## src/rtl/axis_uart_rx_wrapper.sv

```systemverilog
// Purpose : UART receiver, 8N1 serial line in, AXI-Stream bytes out, via a 2^RX_SIZE byte FIFO.
// Latency : stop-bit mid-sample to o_tvalid is 1 cycle (plus 2 cycles of input synchroniser).
// Backpr. : o_tready stalls only the FIFO head; a byte arriving while full is dropped and pulses overflow.
//
// Ports:
//   CLOCK, RESET_N    system clock (rising edge), asynchronous active-low reset
//   rx                serial input, asynchronous to CLOCK, idles high
//   o_tdata/o_tvalid  FIFO head byte / FIFO not empty
//   o_tready          consumer ready
//   frame_err         one-cycle pulse: stop bit sampled low
//   overflow          one-cycle pulse: received byte dropped because FIFO was full
//   parity_err        (only with UART_RX_PARITY_EN) one-cycle pulse: even-parity mismatch
// Optional build macro: UART_RX_PARITY_EN selects 8E1 framing with a PARITY state.
module axis_uart_rx_wrapper #(
    parameter int RX_SIZE   = 4,
    parameter int clkdiv_rx = 50
) (
    input  logic       CLOCK,
    input  logic       RESET_N,
    input  logic       rx,
    output logic [7:0] o_tdata,
    output logic       o_tvalid,
    input  logic       o_tready,
    output logic       frame_err,
`ifdef UART_RX_PARITY_EN
    output logic       parity_err,
`endif
    output logic       overflow
);

    localparam int CW    = $clog2(clkdiv_rx);
    localparam int DEPTH = 1 << RX_SIZE;
    localparam logic [CW-1:0] CNT_HALF = CW'(clkdiv_rx / 2 - 1);
    localparam logic [CW-1:0] CNT_FULL = CW'(clkdiv_rx - 1);

    typedef enum logic [2:0] {
        S_IDLE,
        S_START,
        S_DATA,
`ifdef UART_RX_PARITY_EN
        S_PARITY,
`endif
        S_STOP,
        S_BREAK
    } state_t;

    // Input synchroniser: both flops reset high so a reset never looks like a start edge.
    logic rx_m, rx_s;
    always_ff @(posedge CLOCK or negedge RESET_N) begin
        if (!RESET_N) begin
            rx_m <= 1'b1;
            rx_s <= 1'b1;
        end else begin
            rx_m <= rx;
            rx_s <= rx_m;
        end
    end

    state_t        state, state_nxt;
    logic [CW-1:0] cnt, cnt_nxt;
    logic [2:0]    bit_idx, bit_nxt;
    logic [7:0]    shreg, shreg_nxt;
    logic          push, ferr_nxt;
`ifdef UART_RX_PARITY_EN
    logic          par_bit, par_nxt, perr_nxt;
`endif

    always_ff @(posedge CLOCK or negedge RESET_N) begin
        if (!RESET_N) begin
            state   <= S_IDLE;
            cnt     <= '0;
            bit_idx <= '0;
            shreg   <= '0;
`ifdef UART_RX_PARITY_EN
            par_bit <= 1'b0;
`endif
        end else begin
            state   <= state_nxt;
            cnt     <= cnt_nxt;
            bit_idx <= bit_nxt;
            shreg   <= shreg_nxt;
`ifdef UART_RX_PARITY_EN
            par_bit <= par_nxt;
`endif
        end
    end

    always_comb begin
        state_nxt = state;
        cnt_nxt   = cnt;
        bit_nxt   = bit_idx;
        shreg_nxt = shreg;
        push      = 1'b0;
        ferr_nxt  = 1'b0;
`ifdef UART_RX_PARITY_EN
        par_nxt   = par_bit;
        perr_nxt  = 1'b0;
`endif
        case (state)
            S_IDLE: begin
                if (!rx_s) begin
                    cnt_nxt   = CNT_HALF;
                    state_nxt = S_START;
                end
            end
            S_START: begin
                if (cnt != '0) begin
                    cnt_nxt = cnt - 1'b1;
                end else if (!rx_s) begin
                    cnt_nxt   = CNT_FULL;
                    bit_nxt   = 3'd0;
                    state_nxt = S_DATA;
                end else begin
                    // Line went back high before mid-start-bit: treat as a glitch.
                    state_nxt = S_IDLE;
                end
            end
            S_DATA: begin
                if (cnt != '0) begin
                    cnt_nxt = cnt - 1'b1;
                end else begin
                    shreg_nxt = {rx_s, shreg[7:1]};
                    cnt_nxt   = CNT_FULL;
                    bit_nxt   = bit_idx + 3'd1;
                    if (bit_idx == 3'd7) begin
`ifdef UART_RX_PARITY_EN
                        state_nxt = S_PARITY;
`else
                        state_nxt = S_STOP;
`endif
                    end
                end
            end
`ifdef UART_RX_PARITY_EN
            S_PARITY: begin
                if (cnt != '0) begin
                    cnt_nxt = cnt - 1'b1;
                end else begin
                    par_nxt   = rx_s;
                    cnt_nxt   = CNT_FULL;
                    state_nxt = S_STOP;
                end
            end
`endif
            S_STOP: begin
                if (cnt != '0) begin
                    cnt_nxt = cnt - 1'b1;
                end else if (rx_s) begin
`ifdef UART_RX_PARITY_EN
                    if ((^shreg) == par_bit) push = 1'b1;
                    else                     perr_nxt = 1'b1;
`else
                    push = 1'b1;
`endif
                    state_nxt = S_IDLE;
                end else begin
                    // Low stop bit wins over any parity result.
                    ferr_nxt  = 1'b1;
                    state_nxt = S_BREAK;
                end
            end
            S_BREAK: begin
                // Held-low line: wait for idle so a break gives exactly one frame_err.
                if (rx_s) state_nxt = S_IDLE;
            end
            default: state_nxt = S_IDLE;
        endcase
    end

    // Byte FIFO: one extra pointer bit distinguishes full from empty.
    logic [RX_SIZE:0] wr_ptr, rd_ptr;
    logic [7:0]       mem [DEPTH];
    logic             full, empty, wr_en, rd_en, ovf_nxt;

    assign empty   = (wr_ptr == rd_ptr);
    assign full    = (wr_ptr[RX_SIZE] != rd_ptr[RX_SIZE]) &&
                     (wr_ptr[RX_SIZE-1:0] == rd_ptr[RX_SIZE-1:0]);
    assign o_tvalid = !empty;
    assign rd_en   = o_tvalid && o_tready;
    // A simultaneous read frees the slot, so a write into a full FIFO still succeeds.
    assign wr_en   = push && (!full || rd_en);
    assign ovf_nxt = push && full && !rd_en;
    // Head is gated so the bus reads zero while empty (including during reset).
    assign o_tdata = o_tvalid ? mem[rd_ptr[RX_SIZE-1:0]] : 8'h00;

    always_ff @(posedge CLOCK) begin
        if (wr_en) mem[wr_ptr[RX_SIZE-1:0]] <= shreg;
    end

    always_ff @(posedge CLOCK or negedge RESET_N) begin
        if (!RESET_N) begin
            wr_ptr     <= '0;
            rd_ptr     <= '0;
            frame_err  <= 1'b0;
            overflow   <= 1'b0;
`ifdef UART_RX_PARITY_EN
            parity_err <= 1'b0;
`endif
        end else begin
            if (wr_en) wr_ptr <= wr_ptr + 1'b1;
            if (rd_en) rd_ptr <= rd_ptr + 1'b1;
            frame_err  <= ferr_nxt;
            overflow   <= ovf_nxt;
`ifdef UART_RX_PARITY_EN
            parity_err <= perr_nxt;
`endif
        end
    end

endmodule

```

## config.mk

```make
export PLATFORM = sky130hd
export DESIGN_NAME = axis_uart_rx_wrapper
export DESIGN_NICKNAME = d
export VERILOG_FILES = /design/src/rtl/axis_uart_rx_wrapper.sv
export SDC_FILE = /design/constraint.sdc
export NUM_CORES = 1
export LEC_CHECK = 0
export BUFFER_PORTS_ARGS = -buffer_cell sky130_fd_sc_hd__buf_4
export CORE_ASPECT_RATIO = 0.7
export CORE_MARGIN = 5
export CORE_UTILIZATION = 50
export DETAILED_ROUTE_END_ITERATION = 8
export PLACE_DENSITY_LB_ADDON = 0.05
export SYNTH_ARGS = -nofsm -noshare
export SYNTH_HDL_FRONTEND = slang
export SYNTH_SLANG_ARGS = --single-unit
```

## constraint.sdc

```tcl
create_clock -name CLOCK -period 2.2 [get_ports CLOCK]
set_input_delay 0.22 -clock CLOCK [delete_from_list [all_inputs] [get_ports CLOCK]]
set_output_delay 0.22 -clock CLOCK [all_outputs]
set_load 0.005 [all_outputs]
```

==> summary.txt <==
Synthesis
  – Async set or reset register ratio after synthesis: 20.99%
  – Synthesized cell area: 6829 sq um
  – Mean Syn Cell Area: approximately 17 sq um
  – Syn_nets: ~410
  – Cell count after synthesis: 395
  – Synth warn: 0
  – Register area share after synthesis: roughly 69%
  – Post-synth EDFFs: around 130
  – Synth Flop Type: edfxtp_1
  – #FFs+latches synth: 162
  – Count of cell types in the netlist: 56

Timing
  – Clock skew: roughly 0.013 ns
  – Final Max Tran Viols: 0
  – Hold_ws: 0.2200 ns
  – Setup total negative slack: -1.085 ns
  – Setup ws final: -0.1599 ns
  – Final Critical Period: 2.360 ns
  – Fmax: between 400 and 500 MHz
  – Final Setup Violations: 13
  – Fin. Hold Viols: 0
  – Worst-Margin Slew: slightly above 0.8 ns
  – Slew HR: a little under half
  – Tcrit/Tclk final: 107.3%
  – RSZ-0062 raised after global routing: yes

Clock network
  – CTS tree: yes
  – Worst skew pair latency: 0.42 ns
  – CTS Buffer Depth: 2
  – Htree depth: 4
  – Root Buffer: clkbuf_16
  – Clock Sink Count: 162
  – Reg clk slew, reported paths: 0.06 ns
  – CTS Buf Count: 17

Status
  – Status: finished, violations left
  – Failing checks: negative setup slack

Finish
  – Fin nets: 476
  – Area growth from synthesis to layout: 24.33%
  – Design area: 8491 sq um
  – Fin util: 63.99%
  – Layout cells sized above 1: between 40% and 50%
  – Inserted Diodes: 0
  – Post-Layout Cell Count: between 600 and 700
  – Fillers: about 950

Placed design
  – Cell count after placement: between 600 and 700
  – Final HPWL DP: 9.916 mm
  – Buffers on Ports: 14
  – Pre-CTS setup slack: 0.06170 ns
  – Dpl cell area: 7410 sq um
  – GP Congestion: 0.8050

Drt
  – WL per Instance: 24.26 um
  – Via Count: 3,908
  – Antenna Violating Nets Remaining: 0
  – Routed WL: 16.04 mm
  – DRC Markers: 0
  – DRT iter0 DRCs: around 430
  – Via/cell ratio: approximately 6
  – Pre-antenna DRT Iters: 5

Setup path
  – Critical Path AT: between 2 and 2.5 ns
  – Worst path max stage delay: about 0.54 ns
  – CP cell instances: buf_6 -> buf_12 -> mux4_2 -> o22ai_4 -> nor3_2 -> buf_4
  – CP max FO: 5
  – CP Data Required Time: about 2.0 ns
  – R2r setup slk: -0.01 ns
  – Crit end category: output pin
  – Worst Setup Start Kind: flop
  – CP top delay family: multiplexers
  – Worst path slowest cell: mux4_2
  – Crit path depth: 6
  – Worst Path Buf+Inv: 3
  – FF-to-FF path depth: 9
  – CP Class: flop to output pin

Global route
  – Vias in the first global route: slightly below 4,000
  – Gr ovfl total: 0
  – Initial antenna violation count: 0
  – First-pass GRT wire length: 24.70 mm
  – Total GRT Usage: a little over a fifth
  – Pin count of the biggest net entering global routing: 35

Worst hold path
  – Min-Delay Path Class: input port to flop
  – WHS Path Cells: 4

Floorplan
  – Die height: 107.8 um
  – Core Area: 13,270 sq um
  – I/O Pins: 15
  – Std cell rows: 35
  – Initial Utilization: 51.47%
  – Die width: between 100 and 150 um
  – Die Area: 16,130 sq um

Pwr
  – Pwr dens: about 1100 nW/um^2
  – Leak Pwr: ~2.9 nW
  – Total power: 9.671 mW
  – Max VDD drop: 0.0006315 V

Run
  – MaxCap Viol Count: 0
[final cells by class]
class	count	area, sq um	area share (%)
Timing Repair Buffer	71	744.5	8.768
Tap cell	185	231.5	2.726
Clock inverter	15	156.4	1.842
Inverter	14	52.55	0.6189
Clock buffer	17	425.4	5.010
Multi-Input combinational cell	197	2182	25.70
Sequential cell	162	4698	55.33
[final timing paths]
kind,from,to
hold reg to reg,rx_m,rx_s
setup / recovery,rd_ptr[0],o_tdata[3]
max in group asynchronous,RESET_N,rd_ptr[0]
min in group asynchronous,RESET_N,frame_err
hold / removal,o_tready,rd_ptr[2]
setup reg to reg,rd_ptr[0],mem[4][1]
[synth_stat cells (2+ instances only)]
master | instances | area share (%)
and4bb_2 | 2 | 0.37
a31oi_1 | 2 | 0.18
nand2b_1 | 3 | 0.27
nor3b_1 | 2 | 0.22
mux2_4 | 2 | 0.44
ha_1 | 9 | 1.6
dfrtp_1 | 32 | 12
a211oi_1 | 5 | 0.55
mux4_2 | 32 | 11
and4_1 | 3 | 0.38
xnor2_1 | 3 | 0.38
or2_2 | 2 | 0.18
nor3_1 | 13 | 0.95
and4b_1 | 5 | 0.73
a32oi_1 | 2 | 0.26
edfxtp_1 | 128 | 56
and3_1 | 7 | 0.64
xor2_1 | 10 | 1.3
o22ai_1 | 20 | 1.8
and2_1 | 2 | 0.18
buf_6 | 2 | 0.33
nand2_1 | 6 | 0.33
clkbuf_1 | 9 | 0.49
nor2_1 | 10 | 0.55
buf_1 | 3 | 0.16
dfstp_2 | 2 | 0.77
nor2b_1 | 2 | 0.18
o21ai_0 | 9 | 0.66
nand3_1 | 5 | 0.37
a21oi_1 | 6 | 0.44
inv_1 | 14 | 0.77
mux2_2 | 9 | 1.5
mux2i_1 | 3 | 0.44
buf_2 | 9 | 0.66
[state kept, by name (all words and copies together), names as in the netlist]
signal and count:
bit_idx 3, rx_m 1, rx_s 1, shreg 8, mem 128, cnt 6, frame_err 1, rd_ptr 5
overflow 1, state 3, wr_ptr 5
[placed cells by master (no fill, tap or decap), types with 8 or more instances in the layout]
cell type and instances:
buf_4 46, buf_6 13, clkbuf_16 20, dfrtp_1 31, edfxtp_1 128, ha_1 8, inv_1 12, mux2_2 9
mux4_2 32, nor2_1 10, nor3_1 10, o21ai_0 9, o22ai_2 11, xor2_1 10
[cell families (layout without fill, tap and decap cells)]
| kind of cell | Yosys count | count (layout) | synth area share (%) |
|---|---|---|---|
| AOI/OAI and AO/OA | 57 | 57 | 5.753 |
| muxes | 46 | 46 | 12.92 |
| adders and majority gates | 9 | 9 | 1.649 |
| DFF | 162 | 162 | 68.78 |
| and+or+nand+nor | 70 | 71 | 6.577 |
| xor gates and xnor gates | 14 | 14 | 1.906 |
| buffers and inverters | 37 | 117 | 2.418 |
[where the power goes]
group          leakage (nW)  internal (mW)  switching [mW]
combinational          1.12           1.59            1.57
clock                 0.279           1.68            1.23
sequential             1.51           3.43           0.170
[per-layer routing]
metal / vias to the layer above / GRT usage, % / part of all wire, %
met5: - / 0 / 0
li1: 1716 / - / -
met3: 18 / 4.882 / 6.9
met1: 2032 / 33.04 / 48
met2: 142 / 30.00 / 44
met4: 0 / 6.070 / 1.1
[worst register-to-register path: stages, from the launching register on]
cell       delay (ns)
dfrtp_2          0.46
buf_4            0.16
buf_6            0.11
xor2_4           0.15
nor4_4           0.29
buf_6            0.18
a21oi_4          0.08
clkbuf_16        0.17
and4b_2          0.22
buf_6            0.14
[repair_timing]
item	CTS	global route
setup endpoints to repair	9	118
cloned	4	3
pin swaps	9	2
hold endpoints to repair	33	0
hold buffers	2	0
gates resized for setup	25	42
setup buffers	6	5
(Power assumes the default switching activity.)
